[config.mk]
export PLATFORM = sky130hd
export DESIGN_NAME = lane_unpacker
export DESIGN_NICKNAME = d
export VERILOG_FILES = /design/src/rtl/lane_unpacker_pkg.sv /design/src/rtl/lane_select.sv /design/src/rtl/lane_unpacker.sv
export SDC_FILE = /design/constraint.sdc
export NUM_CORES = 1
export LEC_CHECK = 0
export CAP_MARGIN = 5
export CORE_MARGIN = 2
export CORE_UTILIZATION = 35
export DETAILED_ROUTE_END_ITERATION = 16
export DONT_BUFFER_PORTS = 1
export GPL_ROUTABILITY_DRIVEN = 0
export HOLD_SLACK_MARGIN = 0.1
export REMOVE_ABC_BUFFERS = 1
export SYNTH_ARGS = -nofsm -noshare
export SYNTH_HDL_FRONTEND = slang
export SYNTH_SLANG_ARGS = --single-unit
[constraint.sdc]
create_clock -name clk -period 30.4 [get_ports clk]
set_input_delay 6.08 -clock clk [delete_from_list [all_inputs] [get_ports clk]]
set_output_delay 6.08 -clock clk [all_outputs]
set_load 0.005 [all_outputs]
[src/rtl/lane_unpacker_pkg.sv]
// Shared types and constants for the lane unpacker.
// Holds the FSM state encoding, lane direction codes and index-width helper.
package lane_unpacker_pkg;

    typedef enum logic {
        IDLE = 1'b0,
        EMIT = 1'b1
    } state_t;

    localparam logic DIR_ASC  = 1'b0;
    localparam logic DIR_DESC = 1'b1;

    function automatic int idx_width(input int nlanes);
        return (nlanes > 1) ? $clog2(nlanes) : 1;
    endfunction

endpackage

[src/rtl/lane_select.sv]
// Combinational lane picker: selects one LANE_W slice of a word,
// counting lanes from the LSB (ascending) or from the MSB (descending).
module lane_select
    import lane_unpacker_pkg::*;
#(
    parameter int  DATA_W = 256,
    parameter int  LANE_W = 8,
    localparam int NLANES = DATA_W / LANE_W,
    localparam int IDX_W  = idx_width(NLANES)
) (
    input  logic [DATA_W-1:0] word,
    input  logic [IDX_W-1:0]  idx,
    input  logic              dir,
    output logic [LANE_W-1:0] lane
);

    localparam logic [IDX_W-1:0] TOP_IDX = IDX_W'(NLANES - 1);

    logic [IDX_W-1:0] phys;

    // A descending index k names the same bits as ascending lane NLANES-1-k.
    always_comb begin
        phys = (dir == DIR_DESC) ? (TOP_IDX - idx) : idx;
        lane = '0;
        for (int i = 0; i < NLANES; i++) begin
            if (phys == IDX_W'(i)) begin
                lane = word[i*LANE_W +: LANE_W];
            end
        end
    end

endmodule

[src/rtl/lane_unpacker.sv]
// Accepts one wide word and streams a run of its lanes out, one per
// handshake, wrapping the lane index and chaining the next word bubble-free.
module lane_unpacker
    import lane_unpacker_pkg::*;
#(
    parameter int  DATA_W = 256,
    parameter int  LANE_W = 8,
    localparam int NLANES = DATA_W / LANE_W,
    localparam int IDX_W  = idx_width(NLANES)
) (
    input  logic              clk,
    input  logic              rst,
    input  logic              in_valid,
    output logic              in_ready,
    input  logic [DATA_W-1:0] in_data,
    input  logic              in_dir,
    input  logic [IDX_W-1:0]  in_start,
    input  logic [IDX_W-1:0]  in_count,
    output logic              out_valid,
    input  logic              out_ready,
    output logic [LANE_W-1:0] out_data,
    output logic [IDX_W-1:0]  out_idx,
    output logic              out_last
);

    if ((DATA_W % LANE_W) != 0 || DATA_W < LANE_W) begin : g_bad_width
        $error("lane_unpacker: DATA_W must be a multiple of LANE_W");
    end

    localparam logic [IDX_W-1:0] TOP_IDX = IDX_W'(NLANES - 1);

    state_t              state_q, state_d;
    logic [DATA_W-1:0]   word_q, word_d;
    logic                dir_q, dir_d;
    logic [IDX_W-1:0]    idx_q, idx_d;
    logic [IDX_W-1:0]    rem_q, rem_d;
    logic [LANE_W-1:0]   lane_q, lane_d;
    logic                last_q, last_d;

    logic accept;
    logic lane_hs;

    assign out_valid = (state_q == EMIT);
    assign out_data  = lane_q;
    assign out_idx   = idx_q;
    assign out_last  = last_q;

    assign accept  = in_valid && in_ready;
    assign lane_hs = out_valid && out_ready;

    always_comb begin
        in_ready = 1'b0;
        unique case (state_q)
            IDLE: in_ready = 1'b1;
            EMIT: in_ready = last_q && out_ready;
        endcase
    end

    always_comb begin
        state_d = state_q;
        word_d  = word_q;
        dir_d   = dir_q;
        idx_d   = idx_q;
        rem_d   = rem_q;
        if (accept) begin
            state_d = EMIT;
            word_d  = in_data;
            dir_d   = in_dir;
            idx_d   = in_start;
            rem_d   = in_count;
        end else if (lane_hs) begin
            if (last_q) begin
                state_d = IDLE;
            end else begin
                idx_d = (idx_q == TOP_IDX) ? '0 : idx_q + IDX_W'(1);
                rem_d = rem_q - IDX_W'(1);
            end
        end
        last_d = (state_d == EMIT) && (rem_d == '0);
    end

    // Lane data is looked up from next-state values so it lands in a flop.
    lane_select #(
        .DATA_W (DATA_W),
        .LANE_W (LANE_W)
    ) u_lane_select (
        .word (word_d),
        .idx  (idx_d),
        .dir  (dir_d),
        .lane (lane_d)
    );

    always_ff @(posedge clk or posedge rst) begin
        if (rst) begin
            state_q <= IDLE;
            word_q  <= '0;
            dir_q   <= DIR_ASC;
            idx_q   <= '0;
            rem_q   <= '0;
            lane_q  <= '0;
            last_q  <= 1'b0;
        end else begin
            state_q <= state_d;
            word_q  <= word_d;
            dir_q   <= dir_d;
            idx_q   <= idx_d;
            rem_q   <= rem_d;
            lane_q  <= lane_d;
            last_q  <= last_d;
        end
    end

endmodule

==> results of run 1 <==
==> sequential cells by signal, indices dropped and copies added (netlist names) <==
signal	cells
dir_q	1
out_data	8
out_idx	5
out_last	1
out_valid	1
rem_q	5
word_q	256
==> stage by stage <==
stage | cell area, um^2 | power, uW | utilization, %
6_report | 14900 | 2000 | 39.4
5_1_grt | 14900 | 2150 | 39.4
4_1_cts | 14900 | 2010 | 39.4
3_5_place_dp | 13800 | 1620 | 36.7
3_3_place_gp | 13800 | 1610 | 36.7
2_1_floorplan | 13100 | 1270 | -
==> power by group through the flow <==
stage	logic (uW)	registers, uW	clock network, uW
2_1_floorplan	682	585	0
3_3_place_gp	1010	595	0
3_5_place_dp	1020	600	0
4_1_cts	1030	595	387
5_1_grt	1130	611	402
6_report	1030	595	380
==> cell families (layout without fill, tap and decap cells) <==
kind of cell / after synthesis / count (layout) / share of synthesized area (%)
other: 0 / 3 / 0
AO/OA/AOI/OAI: 259 / 259 / 13.6
buffers and inverters: 110 / 94 / 3.38
AND/OR/NAND/NOR: 958 / 958 / 28.8
multiplexers: 22 / 22 / 1.76
adder cells (fa/ha/maj): 3 / 3 / 0.279
XOR/XNOR: 7 / 7 / 0.568
flip-flops: 277 / 277 / 51.6
==> synth_stat cells, drive strengths merged (4+ instances only) <==
master / number
a21oi: 58
dfrtp: 277
o31ai: 5
nand4: 6
o2111ai: 4
xnor2: 5
a221oi: 13
nor2b: 5
mux2i: 19
a22oi: 25
nor3b: 4
o221ai: 5
a222oi: 8
o21ai: 46
o211ai: 8
nor2: 67
a211oi: 14
buf: 60
o211a: 4
inv: 26
a31oi: 6
and2: 4
nand2b: 9
nand2: 781
or2: 6
and3: 8
nand3: 36
clkbuf: 24
o22ai: 28
nor3: 15
a32oi: 5
==> final timing paths <==
kind / to / slack, ns / cells after the start / start
worst max-delay path: in_ready / 17.97 / 2 / out_ready
worst min-delay path: word_q[189] / 0.47 / 2 / word_q[189]
worst max register to register: out_data[5] / 25.51 / 12 / out_valid
worst min register to register: word_q[189] / 0.47 / 2 / word_q[189]
max in group asynchronous: word_q[6] / 22.42 / 3 / rst
min in group asynchronous: word_q[145] / 5.52 / 1 / rst
==> routing by layer <==
metal | up-vias | share of wire (%)
li1 | 5398 | -
met3 | 64 | 7.1
met4 | 0 | 2.5
met5 | - | 0
met2 | 399 | 45
met1 | 5505 | 45
==> layout make-up <==
class	instances	area, um^2
sequential	277	6930
multi-input combinational	1249	6080
clock inverter	14	149
clock buffer	42	877
inverter	26	105
antenna	3	7.51
tap	511	639
timing repair buffer	12	90.1
fill	3871	22900
==> results.toml, run 1 <==
[outcome]
status = "finished, final reports clean"

[timing]
slew_violations = 0
relSlewSlack_pct = 32.1
layout_setup_ws_ns = 17.97
setup_viol = 0
finalCriticalPeriod_ns = 12.43
final_hold_viol_count = 0
hold_ws_ns = 0.469
fin_skew_ns = 0.0176
fmax_ghz = 0.0804
min_period_over_period_pct = 40.9
tightest_slew_ns = 1.02
setup_tns_ns = 0
grt_setup_unrepaired = "no"

[drt]
detail-route-antenna-nets = 0
via_count = 11400
wire_per_inst_um = 21.3
wl_mm = 45.5
drt_pass1_iterations = 5
drtIter0Drc = 722
vias_per_cell = 5.33
drc_errors = 0

[die]
rows = 71
core_mm2 = 0.0378
initial_core_util_pct = 35.6
die_w_um = 200
pin_count = 287
die_h_um = 200
die_area_mm2 = 0.0400

[clock_network]
htreeDepth = 1
cts_made_buffers = 31
insertion_delay_ns = 0.58
cts-root-buf = "clkbuf_16"
cts_setup_buffers = 0
clkSinkCount = 277
cts_tree = "yes"
hold_buffers = 0
clk_pin_slew_ns = 0.06
clock_path_buffers = 3
cts_resized = 0

[worst_setup_path]
critPathLaunchType = "primary input"
endpoint_kind = "primary output"
cp.required_ns = 24.32
cp_top_family = "compound AO/OA/AOI/OAI gates"
worstSetupPathType = "primary input to primary output"
cp_num_buf_inv = 1
path_max_fanout = 11
arrival_ns = 6.35
crit_slowest_cell = "a21boi_4"
critPathMaxStageDelay_ns = 0.16
cp_cell_sequence = "a21boi_4 > inv_2"

[grt]
antenna_found_initial = 3
grt_util_met1_pct = 32.0
met2_usage_pct = 35.0
grt_pass1_wl_mm = 67.8
use_met3_pct = 4.54
grt_use_total_pct = 22.6
grt_pass1_vias = 11200
grt_overflow = 0
top_usage_layer = "met2"
grt_max_degree = 125

[cells_and_area]
nets = 1871
final_common_cell = "nand2_1"
most-common-layout-cells = "nand2_1, dfrtp_1, nor2_1, a21oi_1, o21ai_0"
instances_no_fill = 2134
area_growth_pct = 10.7
drive_gt1_share_pct = 6.42

[pwr]
p_int_uw = 1070
peakVddDrop_uv = 70.8
p_switching_uw = 929
clock_power_share_pct = 19.0
swShare_pct = 46.4
p_comb_share_pct = 51.3
power_density_mw_per_mm2 = 134
leakage_uw = 0.00734
seq_power_share_pct = 29.7

[synthesis]
yosysTopAreaCellShare_pct = 51.6
netlist_area_mm2 = 0.0134
ys_types = 77
synth_top_area_cell = "dfrtp_1"
syn_inst = 1636
synth_warnings = 0
synth_edf_count = 0
syn_area_per_cell_um2 = 8.21
synth_area_leaders = "dfrtp_1, nand2_1, a21oi_1"
ys_seq_area_share_pct = 51.6
ys_ff_latch = 277
synth-main-ff-cell = "dfrtp_1"
async_reset_ff_share_pct = 100

[min_path]
hp-class = "register to register"

[placed_design]
dp.cells = 2075
dp_hpwl_mm = 32.2
dp_slack_ns = 17.97
portBuffers = 0

[flow_run]
drv_cap = 0
Power figures use the tool's default switching activity.
==> run 2, diff against run 1 <==
==> constraint.sdc (replaced) <==
create_clock -name clk -period 11.9 [get_ports clk]
set_input_delay 2.38 -clock clk [delete_from_list [all_inputs] [get_ports clk]]
set_output_delay 2.38 -clock clk [all_outputs]
set_load 0.005 [all_outputs]
==> run 2 against run 1 <==
Compared with the run above: final area increased by 0.16%; register-to-register slack got worse by 18 ns; clock-buffer cell count increased by 1; final cell count about the same; global-route usage increased by 1.0 points; total power increased to 2.5 times the previous value; critical endpoint is now out_data[5]; largest power group unchanged.
==> results.toml, run 2 (synthesized netlist as in run 1, its figures left out) <==
[pwr]
peakVddDrop_uv = 196
power_density_mw_per_mm2 = 341
p_comb_share_pct = 50.5
p_int_uw = 2750
p_switching_uw = 2340
seq_power_share_pct = 30.0
swShare_pct = 46.0
clock_power_share_pct = 19.4
leakage_uw = 0.00734

[worst_setup_path]
cp_top_family = "simple AND/OR/NAND/NOR gates"
critPathLaunchType = "primary input"
arrival_ns = 6.33
crit_slowest_cell = "buf_4"
cp.required_ns = 12.37
cp_num_buf_inv = 2
crit_top_cell = "a211oi_1"
reg2reg_to = "out_data[5]"
critPathMaxStageDelay_ns = 0.75
worstSetupPathType = "primary input to register"
reg2regPathDepth = 12
path_max_fanout = 77
endpoint_kind = "register"
regToRegSetupSlack_ns = 7.12
cp_cell_sequence = "a21boi_4 > inv_2 > nand2_4 > buf_4 > a211oi_1 > or2_2 > nor2_2 > a21oi_1 > nor2b_1 > a211oi_1 > o21ai_0 > a211oi_1"
r2r-start = "out_valid"

[die]
die_w_um = 200
initial_core_util_pct = 35.6
die_area_mm2 = 0.0400
rows = 71
core_mm2 = 0.0378
die_h_um = 200
pin_count = 287

[grt]
grt_overflow = 0
grt_pass1_wl_mm = 70.3
grt_use_total_pct = 23.6
grt_max_degree = 148
antenna_found_initial = 3
grt_pass1_vias = 11400

[timing]
slew_violations = 0
relSlewSlack_pct = 32.7
setup_viol = 0
layout_setup_ws_ns = 6.05
final_hold_viol_count = 0
setup_tns_ns = 0
grt_setup_unrepaired = "no"
finalCriticalPeriod_ns = 5.85
fmax_ghz = 0.171
tightest_slew_ns = 1.01
fin_skew_ns = 0.0133
min_period_over_period_pct = 49.2

[drt]
wire_per_inst_um = 22.3
wl_mm = 47.6
drc_errors = 0
detail-route-antenna-nets = 0
vias_per_cell = 5.46
drt_pass1_iterations = 7
drtIter0Drc = 1141
via_count = 11600

[placed_design]
dp.cells = 2073
portBuffers = 0
dp_hpwl_mm = 35.2
dp_slack_ns = 5.55

[min_path]
holdPathEnd = "word_q[244]"
min_from = "word_q[244]"
min_path_cells = 2
hp-class = "register to register"

[clock_network]
cts-root-buf = "clkbuf_16"
cts_resized = 0
clk_pin_slew_ns = 0.06
cts_tree = "yes"
insertion_delay_ns = 0.57
hold_buffers = 0
cts_made_buffers = 31
htreeDepth = 1
clock_path_buffers = 3
cts_setup_buffers = 0
clkSinkCount = 277

[outcome]
status = "finished, final reports clean"

[cells_and_area]
largest_register = "word_q"
most-common-layout-cells = "nand2_1, dfrtp_1, nor2_1, a21oi_1, o21ai_0"
final_common_cell = "nand2_1"
instances_no_fill = 2132
nets = 1869
post-route-util_pct = 39.5
area_growth_pct = 10.9
largest_reg_flops = 256
drive_gt1_share_pct = 6.36

[flow_run]
drv_cap = 0
==> run 2: worst max-delay path by stage <==
stage	start	end	slack [ns]	depth (start not counted)
2_1_floorplan	rst	dir_q	1.88	1
3_3_place_gp	out_ready	out_data[5]	5.65	12
3_5_place_dp	out_ready	out_data[5]	5.55	12
4_1_cts	out_ready	out_data[5]	6.13	12
5_1_grt	out_ready	out_data[5]	5.80	12
6_report	out_ready	out_data[5]	6.05	12
==> run 2: worst register-to-register path, stage by stage (launching register included) <==
cell      delay [ns]
dfrtp_1         0.62
a21boi_4        0.29
inv_2           0.12
nand2_4         0.40
buf_4           0.79
a211oi_1        0.27
or2_2           0.54
nor2_2          0.44
a21oi_1         0.15
nor2b_1         0.16
a211oi_1        0.41
o21ai_0         0.26
a211oi_1        0.25
==> run 2: power by group through the flow <==
stage | Clock, uW | Sequential [uW] | Combinational (uW)
6_report | 988 | 1530 | 2570
5_1_grt | 1040 | 1560 | 2800
4_1_cts | 1000 | 1520 | 2520
3_5_place_dp | 0 | 1540 | 2510
3_3_place_gp | 0 | 1530 | 2480
2_1_floorplan | 0 | 1490 | 1740
==> run 2: layout make-up <==
| cell class | instances | area (um^2) |
|---|---|---|
| Inverter | 26 | 105 |
| Tap cell | 511 | 639 |
| Clock inverter | 14 | 164 |
| Sequential cell | 277 | 6930 |
| Multi-Input combinational cell | 1249 | 6080 |
| Clock buffer | 43 | 891 |
| Timing Repair Buffer | 10 | 87.6 |
| Fill cell | 3826 | 22800 |
| Antenna cell | 2 | 5.00 |
==> run 2: metal layers <==
metal | share of wire, % | track usage [%] | routed length, um | up-vias
met3 | 9.1 | 6.07 | 4320 | 106
met4 | 3.9 | 8.78 | 1870 | 2
met1 | 43 | 32.7 | 20300 | 5594
li1 | - | - | - | 5393
met5 | 0.034 | 0 | 16 | -
met2 | 44 | 35.6 | 21100 | 542
==> run 2: per-stage QoR <==
step / hold WS [ns] / total power [uW] / cell area (um^2)
5_1_grt: 0.489 / 5410 / 14900
3_3_place_gp: 0.453 / 4010 / 13800
6_report: 0.473 / 5080 / 14900
2_1_floorplan: 0.434 / 3240 / 13100
3_5_place_dp: 0.459 / 4050 / 13800
4_1_cts: 0.474 / 5050 / 14900
